## config.mk

```make
export PLATFORM = sky130hd
export DESIGN_NAME = icache_ctrl_flat
export DESIGN_NICKNAME = d
export VERILOG_FILES = /design/src/rtl/icache_ctrl_if.sv /design/src/rtl/icache_ctrl.sv /design/src/flat_wrapper.sv
export SDC_FILE = /design/constraint.sdc
export NUM_CORES = 1
export LEC_CHECK = 0
export BUFFER_PORTS_ARGS = -buffer_cell sky130_fd_sc_hd__clkbuf_2
export CORE_AREA = 8 8 172 174
export DETAILED_ROUTE_END_ITERATION = 7
export DIE_AREA = 0 0 180 182
export GPL_ROUTABILITY_DRIVEN = 0
export PLACE_DENSITY = 0.72
export RECOVER_POWER = 50
export SYNTH_ARGS = -nofsm -noshare
export SYNTH_HDL_FRONTEND = slang
export SYNTH_SLANG_ARGS = --single-unit
```

## constraint.sdc

```tcl
create_clock -name clk -period 1.71 [get_ports clk]
set_input_delay 0.2565 -clock clk [delete_from_list [all_inputs] [get_ports clk]]
set_output_delay 0.2565 -clock clk [all_outputs]
set_load 0.02 [all_outputs]
```

## src/rtl/icache_ctrl_if.sv

```systemverilog
// icache_ctrl_if: bundles the CPU fetch port, storage array port and memory block port of the controller
interface icache_ctrl_if #(
    parameter int BLOCK_SIZE = 4,
    parameter int WORD_WIDTH = 32,
    parameter int CNT_WIDTH  = 16
);
    logic                             cpu_req;
    logic [31:0]                      cpu_addr;
    logic                             cpu_ready;
    logic                             cpu_valid;
    logic [WORD_WIDTH-1:0]            cpu_rdata;
    logic                             cpu_error;
    logic                             st_read;
    logic                             st_write;
    logic [31:0]                      st_address;
    logic [WORD_WIDTH*BLOCK_SIZE-1:0] st_write_block;
    logic [WORD_WIDTH-1:0]            st_read_data;
    logic                             st_hit;
    logic                             mem_req;
    logic [31:0]                      mem_addr;
    logic                             mem_ready;
    logic [WORD_WIDTH*BLOCK_SIZE-1:0] mem_rdata;
    logic [CNT_WIDTH-1:0]             hit_count;
    logic [CNT_WIDTH-1:0]             miss_count;

    modport master (
        output cpu_req, cpu_addr, st_read_data, st_hit, mem_ready, mem_rdata,
        input  cpu_ready, cpu_valid, cpu_rdata, cpu_error, st_read, st_write, st_address,
               st_write_block, mem_req, mem_addr, hit_count, miss_count
    );

    modport slave (
        input  cpu_req, cpu_addr, st_read_data, st_hit, mem_ready, mem_rdata,
        output cpu_ready, cpu_valid, cpu_rdata, cpu_error, st_read, st_write, st_address,
               st_write_block, mem_req, mem_addr, hit_count, miss_count
    );
endinterface

```

## src/rtl/icache_ctrl.sv

```systemverilog
// icache_ctrl: sequences lookup, block refill and word forwarding for a direct-mapped instruction cache
module icache_ctrl #(
    parameter int BLOCK_SIZE = 4,
    parameter int WORD_WIDTH = 32,
    parameter int INDEX_BITS = 4,
    parameter int TAG_BITS   = 24,
    parameter int TIMEOUT    = 64,
    parameter int CNT_WIDTH  = 16
) (
    input logic        clk,
    input logic        reset,
    icache_ctrl_if.slave bus
);
    localparam int OFFSET_BITS = $clog2(BLOCK_SIZE);
    localparam int TW          = TIMEOUT > 1 ? $clog2(TIMEOUT) : 1;

    if (INDEX_BITS + TAG_BITS + OFFSET_BITS > 32) begin : g_geom_check
        $error("icache_ctrl: index+tag+offset exceeds the 32-bit address");
    end

    typedef enum logic [1:0] {IDLE, LOOKUP, MISS, FILL} state_t;

    state_t                           r_state;
    logic [31:0]                      r_addr;
    logic [WORD_WIDTH*BLOCK_SIZE-1:0] r_block;
    logic [TW-1:0]                    r_tmo;
    logic                             r_valid;
    logic                             r_error;
    logic [WORD_WIDTH-1:0]            r_rdata;
    logic [CNT_WIDTH-1:0]             r_hits;
    logic [CNT_WIDTH-1:0]             r_misses;
    logic                             w_accept;
    logic                             w_timeout;

    assign w_accept  = r_state == IDLE && bus.cpu_req;
    assign w_timeout = TIMEOUT != 0 && !bus.mem_ready && r_tmo == TW'(TIMEOUT - 1);

    assign bus.cpu_ready      = r_state == IDLE;
    assign bus.cpu_valid      = r_valid;
    assign bus.cpu_error      = r_error;
    assign bus.cpu_rdata      = r_rdata;
    assign bus.st_read        = w_accept;
    assign bus.st_write       = r_state == FILL;
    assign bus.st_address     = w_accept ? bus.cpu_addr : r_addr;
    assign bus.st_write_block = r_block;
    assign bus.mem_req        = r_state == MISS;
    assign bus.mem_addr       = {r_addr[31:OFFSET_BITS], {OFFSET_BITS{1'b0}}};
    assign bus.hit_count      = r_hits;
    assign bus.miss_count     = r_misses;

    // Controller FSM: lookup, refill wait with timeout, fill and registered CPU response
    always_ff @(posedge clk) begin
        if (reset) begin
            r_state  <= IDLE;
            r_addr   <= '0;
            r_block  <= '0;
            r_tmo    <= '0;
            r_valid  <= 1'b0;
            r_error  <= 1'b0;
            r_rdata  <= '0;
            r_hits   <= '0;
            r_misses <= '0;
        end else begin
            r_valid <= 1'b0;
            r_error <= 1'b0;
            case (r_state)
                IDLE: if (bus.cpu_req) begin
                    r_addr  <= bus.cpu_addr;
                    r_state <= LOOKUP;
                end
                LOOKUP: if (bus.st_hit) begin
                    r_rdata <= bus.st_read_data;
                    r_valid <= 1'b1;
                    r_hits  <= r_hits + 1'b1;
                    r_state <= IDLE;
                end else begin
                    r_misses <= r_misses + 1'b1;
                    r_tmo    <= '0;
                    r_state  <= MISS;
                end
                MISS: if (bus.mem_ready) begin
                    r_block <= bus.mem_rdata;
                    r_state <= FILL;
                end else if (w_timeout) begin
                    r_valid <= 1'b1;
                    r_error <= 1'b1;
                    r_state <= IDLE;
                end else begin
                    r_tmo <= r_tmo + 1'b1;
                end
                FILL: begin
                    r_rdata <= r_block[r_addr[OFFSET_BITS-1:0]*WORD_WIDTH +: WORD_WIDTH];
                    r_valid <= 1'b1;
                    r_state <= IDLE;
                end
                default: r_state <= IDLE;
            endcase
        end
    end
endmodule

```

## src/flat_wrapper.sv

```systemverilog
// flat-port wrapper written by rule: the top's interface ports become plain ports
module icache_ctrl_flat 
#(
    parameter int BLOCK_SIZE = 4,
    parameter int WORD_WIDTH = 32,
    parameter int INDEX_BITS = 4,
    parameter int TAG_BITS   = 24,
    parameter int TIMEOUT    = 64,
    parameter int CNT_WIDTH  = 16
)
  (clk, reset, bus_cpu_req, bus_cpu_addr, bus_st_read_data, bus_st_hit, bus_mem_ready, bus_mem_rdata, bus_cpu_ready, bus_cpu_valid, bus_cpu_rdata, bus_cpu_error, bus_st_read, bus_st_write, bus_st_address, bus_st_write_block, bus_mem_req, bus_mem_addr, bus_hit_count, bus_miss_count);
  icache_ctrl_if #(.BLOCK_SIZE(BLOCK_SIZE), .WORD_WIDTH(WORD_WIDTH), .CNT_WIDTH(CNT_WIDTH)) bus_i ();
  input logic clk;
  input logic reset;
  input wire logic [$bits(bus_i.cpu_req)-1:0] bus_cpu_req;
  input wire logic [$bits(bus_i.cpu_addr)-1:0] bus_cpu_addr;
  input wire logic [$bits(bus_i.st_read_data)-1:0] bus_st_read_data;
  input wire logic [$bits(bus_i.st_hit)-1:0] bus_st_hit;
  input wire logic [$bits(bus_i.mem_ready)-1:0] bus_mem_ready;
  input wire logic [$bits(bus_i.mem_rdata)-1:0] bus_mem_rdata;
  output wire logic [$bits(bus_i.cpu_ready)-1:0] bus_cpu_ready;
  output wire logic [$bits(bus_i.cpu_valid)-1:0] bus_cpu_valid;
  output wire logic [$bits(bus_i.cpu_rdata)-1:0] bus_cpu_rdata;
  output wire logic [$bits(bus_i.cpu_error)-1:0] bus_cpu_error;
  output wire logic [$bits(bus_i.st_read)-1:0] bus_st_read;
  output wire logic [$bits(bus_i.st_write)-1:0] bus_st_write;
  output wire logic [$bits(bus_i.st_address)-1:0] bus_st_address;
  output wire logic [$bits(bus_i.st_write_block)-1:0] bus_st_write_block;
  output wire logic [$bits(bus_i.mem_req)-1:0] bus_mem_req;
  output wire logic [$bits(bus_i.mem_addr)-1:0] bus_mem_addr;
  output wire logic [$bits(bus_i.hit_count)-1:0] bus_hit_count;
  output wire logic [$bits(bus_i.miss_count)-1:0] bus_miss_count;
  assign bus_i.cpu_req = bus_cpu_req;
  assign bus_i.cpu_addr = bus_cpu_addr;
  assign bus_i.st_read_data = bus_st_read_data;
  assign bus_i.st_hit = bus_st_hit;
  assign bus_i.mem_ready = bus_mem_ready;
  assign bus_i.mem_rdata = bus_mem_rdata;
  assign bus_cpu_ready = bus_i.cpu_ready;
  assign bus_cpu_valid = bus_i.cpu_valid;
  assign bus_cpu_rdata = bus_i.cpu_rdata;
  assign bus_cpu_error = bus_i.cpu_error;
  assign bus_st_read = bus_i.st_read;
  assign bus_st_write = bus_i.st_write;
  assign bus_st_address = bus_i.st_address;
  assign bus_st_write_block = bus_i.st_write_block;
  assign bus_mem_req = bus_i.mem_req;
  assign bus_mem_addr = bus_i.mem_addr;
  assign bus_hit_count = bus_i.hit_count;
  assign bus_miss_count = bus_i.miss_count;
  icache_ctrl #(.BLOCK_SIZE(BLOCK_SIZE), .WORD_WIDTH(WORD_WIDTH), .INDEX_BITS(INDEX_BITS), .TAG_BITS(TAG_BITS), .TIMEOUT(TIMEOUT), .CNT_WIDTH(CNT_WIDTH)) u_core (.clk(clk), .reset(reset), .bus(bus_i));
endmodule
```

==> Yosys cells after proc, flatten, opt, wreduce, memory -nomap -nowiden <==
Cells that the tools add are included.
W data, S select, Z words.
{ "classes": {"muxes": 16, "n_reduce_logical": 14, "bitwise": 2, "add_sub_neg": 3, "shifts": 1, "n_eq_ne": 10} }
{ "op_table": {"columns": ["operator", "count"], "rows": [
  ["$shiftx A128 B8 Y32", 1],
  ["$mux W32", 2],
  ["$pmux W32 S2", 1],
  ["$add A16 B1 Y16 const B", 2],
  ["$mux W6", 3],
  ["$pmux W6 S2", 1],
  ["$reduce_and A2 Y1", 6],
  ["$ne A2 B2 Y1 const B", 5],
  ["$mux W2", 4],
  ["$pmux W2 S4", 1],
  ["$add A6 B1 Y6 const B", 1],
  ["$eq A6 B6 Y1 const B", 1],
  ["$eq A2 B2 Y1 const B", 2],
  ["$reduce_and A4 Y1", 1],
  ["$reduce_bool A2 Y1", 2],
  ["$mux W1", 3],
  ["$ne A3 B2 Y1 const B", 1],
  ["$pmux W1 S3", 1],
  ["$eq A2 B1 Y1 const B", 1],
  ["$logic_and A1 B1 Y1", 2],
  ["$logic_not A2 Y1", 1],
  ["$not A1 Y1", 2],
  ["$reduce_or A2 Y1", 1],
  ["$logic_not A1 Y1", 1]
]} }
{ "word_totals": {"regBits": 234, "out_inout_bits": 262, "input_bits": 197, "word_cells": 55} }

==> Depth between registers and ports, before layout <==
{ "logic_depth": {"word_depth": 5, "ltp_mapped": 8, "depth_no_buf": 5} }

==> Worst setup path before layout <==
No wires, ideal clock.
{ "synth_timing": {"kind": "register -> register", "from": "register u_core.r_state[1]", "to": "register u_core.r_addr[2]", "setup_time_ns": 0.128, "synth_period_minus_slack_ns": 2.120, "n_path_buf": 3, "required_time_ns": 1.582, "path_slack_ns": -0.410, "arrival_ns": 1.992, "stages_incl_launch_ff": 8, "cell_sequence": "dfxtp_1 > buf_6 > nor2_1 > and2_1 > clkbuf_1 > buf_2 > mux2_2 > nor2b_1"} }
{ "synth_between": {"elab_chain_len": 2} }
{ "synth_lines": {"columns": ["item", "line", "text"], "rows": [
  ["start, declared", "icache_ctrl.sv:23", "state_t r_state;"],
  ["start signal, assigned", "icache_ctrl.sv:54", "r_state <= IDLE;"],
  ["start signal, assigned", "icache_ctrl.sv:69", "r_state <= LOOKUP;"],
  ["start signal, assigned", "icache_ctrl.sv:75", "r_state <= IDLE;"],
  ["$logic_not A2 Y1", null, null],
  ["net bus_cpu_ready", "flat_wrapper.sv:21", "output wire logic [$bits(bus_i.cpu_ready)-1:0] bus_cpu_ready;"],
  ["$reduce_and A2 Y1 (no source line)", null, null],
  ["end signal, assigned", "icache_ctrl.sv:68", "r_addr <= bus.cpu_addr;"],
  ["end, declared", "icache_ctrl.sv:24", "logic [31:0] r_addr;"]
]} }
The timed path passes the listed nets, and every way through them passes these cells.
A chain may end at the register's enable or synchronous reset.

==> Final worst setup path <==
{ "layout_timing": {"from": "register u_core.r_state[0]", "to": "output bus_st_address[19]"} }
{ "layout_between": {"elab_chain_len": 3} }
{ "layout_lines": {"columns": ["item", "line", "text"], "rows": [
  ["$logic_not A2 Y1", "icache_ctrl.sv:35", "assign w_accept = r_state == IDLE && bus.cpu_req;"],
  ["$logic_and A1 B1 Y1", "icache_ctrl.sv:35", null],
  ["$mux W32", "icache_ctrl.sv:44", "assign bus.st_address = w_accept ? bus.cpu_addr : r_addr;"],
  ["end, declared", "flat_wrapper.sv:27", "output wire logic [$bits(bus_i.st_address)-1:0] bus_st_address;"]
]} }
No other way between the ends.

==> impl_results.md <==
- Outcome: complete, but fails checks
- Violated checks: setup timing
- CP top delay family: buffers and inverters
- Max Slew Vio Count: 0
- Pwr Density: between 800 and 900 nW/um^2
- DIE AREA: 32,800 um^2
- Yosys top cell area share: 47.3%
- Synth Flop Type: dfxtp_1
- WL/cell: 23.0 um
- Synth warn: 0
- CTS max path bufs: 3
- Switching pwr: 3750 uW
- Delay of the slowest critical-path stage: 360 ps
- Core Util, Final: between 60% and 70%
- Crit path max-delay cell type: mux2_2
- Starting density of the core: 37.2%
- CP required: about 1500 ps
- Flop pwr share: 41.9%
- Fin area: 16,700 um^2
- Hold_sp: reset
- Count of final setup violators: 161
- WS Path Type: flip-flop to output port
- Initial antenna violation count: 9
- Fin worst setup slack: -503 ps
- Internal power: about 9900 uW
- Worst skew pair latency: 550 ps
- Worst Clk Skew: 19.6 ps
- Comb pwr share: between 15 and 20%
- Most common library cells after synthesis: 333 x nand2_1, 234 x dfxtp_1, 147 x a21oi_1
- Number of clock sinks: around 230
- Grt peak-use layer: met2
- Post-DRT Antenna Nets: 0
- Reg2reg setup slack: -130 ps
- First drt pass iteration count: 5
- Nets: 1,972
- Post-Synthesis Cell Area: 9900 um^2
- Mapped Avg Cell Area: a little under 9 um^2
- CTS tree: done
- GRT Util Overall: 24.7%
- Share of cells above drive strength 1: 39.6%
- Final period util: 129%
- Clock share of power: 41.0%
- Met2 Use GR: 42.9%
- Final worst path period need: approximately 2200 ps
- Buf+Inv Stages, Crit Path: 3
- Largest net degree at the start of global routing: 86
- Row cnt: 60
- M3 GR Usage: 6.27%
- H-tree Lvls: 1
- Filler cells: a little over 2,000
- EDFF count, synth: 0
- Clock transition at the registers of the reported paths: 60 ps
- CP max FO: 12
- Root Buffer Master: clkbuf_16
- Synthesized flop and latch total: 234
- R2r endpoint: u_core.bus.miss_count[12]$_SDFFE_PP0P_
- Ys async rst share: 0%
- P_leak: 0.00682 uW
- Startpoint types: flip-flop
- Cells after synthesis: 1,136
- Unrepaired setup endpoints after global routing: true
- Routed via count: 11,800
- HPWL after DPL: between 20,000 and 30,000 um
- Fin. Hold Viols: 0
- Cells along the critical path: buf_6 > nor2_4 > and2_4 > buf_12 > mux2_2 > buf_4
- Max_cap viols: 0
- Yosys top cell by area: dfxtp_1
- Global-route wire length before repair: between 60,000 and 70,000 um
- Peak supply drop: between 0.8 and 0.9 mV
- Number of CTS-inserted buffers: 27
- Worst reg2reg path startpoint: u_core.r_state[1]$_SDFFE_PP0P_
- Total wire length: between 40,000 and 50,000 um
- Top post-synthesis cells by area: dfxtp_1 47%, nand2_1 13%, a21oi_1 7.4%, mux4_2 7.3%, mux2_2 3.8%
- Net Sw Frac: approximately 27%
- Post-synthesis cell type count: 44
- DP Area: 12,700 um^2
- Arr. time, crit path: 1960 ps
- Crit path capture type: output port
- Area growth from synthesis to layout: 69.2%
- Io pins: about 460
- Via/cell ratio: 5.51
- Fmax: between 400 and 500 MHz
- Most common cell in the netlist: nand2_1
- DRC Markers: 0
- Cells on worst reg2reg path: 6
- Core Area: 26,700 um^2
- Dpl ws: -51.3 ps
- Iter 0 DRT Violations: 924
- Hold path endpoint: u_core.bus.miss_count[8]$_SDFFE_PP0P_
- Hold Path Class: input port to flip-flop
- Seq/Total Area, Yosys: between 40% and 50%
- Die width: 180 um
- Port bufs: 456
- Total global routing overflow: 0
- Die Y: 182 um
- Vias in the first global route: 11,400
- Hold path depth: 2
- Met1 GRT Util: 27.9%
-- final cells by class --
cell class / instances / area (um^2) / area share (%)
diodes: 9 / 22.5 / 0.134
clock buffers: 39 / 791 / 4.72
clock inverters: 10 / 62.6 / 0.374
inverters: 5 / 23.8 / 0.142
multi-input cells: 780 / 5380 / 32.1
flip-flops and latches: 234 / 4700 / 28.1
well taps: 341 / 427 / 2.55
repair buffers: 724 / 5350 / 31.9
-- power by group through the flow --
stage | sequential, uW | combinational (uW) | clock [uW]
floorplan | 5930 | 867 | 0
global placement | 5840 | 1620 | 0
detailed placement | 5850 | 1640 | 0
CTS | 5730 | 2040 | 5640
global route | 5750 | 2450 | 5900
finish | 5740 | 2340 | 5610
-- per-stage QoR --
stage / setup TNS [ps] / total power [uW] / std cells / hold slack, ps
2_1_floorplan: -1490 / 6800 / 1137 / 393
3_3_place_gp: -31.0 / 7460 / 1880 / 454
3_5_place_dp: -181 / 7490 / 1880 / 461
4_1_cts: -16500 / 13400 / 2099 / 50.9
5_1_grt: -31980 / 14100 / 2142 / 81.4
6_report: -20890 / 13700 / 2142 / 76.0
-- timing repair --
action / in CTS / in global routing
setup buffers: 10 / 11
pin swaps: 10 / 59
gates cloned: 1 / 23
setup endpoints to repair: 39 / 129
gates resized for setup: 52 / 257
hold buffers: 160 / 0
hold endpoints to repair: 160 / 0
-- kinds of logic after synthesis --
logic type | share of synthesized area [%]
fa+ha+maj | 0.379
compound gates | 11.8
buf+inv | 6.31
simple gates | 21.4
mux | 11.1
xor+xnor | 1.59
other cells | 0.0379
flops | 47.3
-- registers in the layout (all words and copies together) (netlist names) --
register                   cells
u_core.r_state                 2
u_core.r_tmo                   6
u_core.bus.cpu_valid           1
u_core.bus.cpu_rdata          32
u_core.bus.hit_count          16
u_core.bus.st_write_block    128
u_core.bus.miss_count         16
u_core.r_addr                 32
u_core.bus.cpu_error           1
-- how the worst max path moves through the flow --
stage,cells past startpoint,startpoint,to,slack [ps]
6_report,6,u_core.r_state[0]$_SDFFE_PP0P_,bus_st_address[19],-500
5_1_grt,6,u_core.r_state[0]$_SDFFE_PP0P_,bus_st_address[7],-580
4_1_cts,6,u_core.r_state[0]$_SDFFE_PP0P_,bus_st_address[19],-530
3_5_place_dp,7,u_core.r_state[0]$_SDFFE_PP0P_,u_core.bus.miss_count[10]$_SDFFE_PP0P_,-50
3_3_place_gp,7,u_core.r_state[0]$_SDFFE_PP0P_,u_core.bus.miss_count[10]$_SDFFE_PP0P_,-20
2_1_floorplan,7,u_core.r_state[1]$_SDFFE_PP0P_,u_core.r_addr[22]$_SDFFE_PP0P_,-30
-- layout by cell type (no fill, tap or decap), types with 9 or more instances in the layout --
cell | Yosys | final
a311oi_1 | 33 | 30
clkbuf_8 | 0 | 12
nand3_1 | 21 | 19
clkbuf_16 | 0 | 43
nand2_4 | 0 | 23
dfxtp_2 | 0 | 9
dlygate4sd3_1 | 0 | 160
buf_4 | 32 | 58
nand2_1 | 333 | 271
nor2b_1 | 34 | 34
dfxtp_1 | 234 | 224
a21oi_2 | 0 | 81
mux2_2 | 33 | 14
xor2_1 | 11 | 11
clkbuf_1 | 56 | 149
nor2_1 | 55 | 54
buf_8 | 0 | 11
a21oi_1 | 147 | 66
nand2_2 | 0 | 38
mux4_2 | 32 | 32
o31ai_1 | 10 | 9
clkbuf_2 | 0 | 282
buf_12 | 0 | 16
buf_6 | 2 | 24
mux2_4 | 0 | 19
diode_2 | 0 | 9
-- layer usage --
metal / vias to the layer above / share of wire, %
met5: - / 0
met2: 920 / 49
li1: 5144 / -
met1: 5502 / 35
met3: 245 / 10
met4: 0 / 6.2
Note: power is estimated with default switching activity, not from simulation.
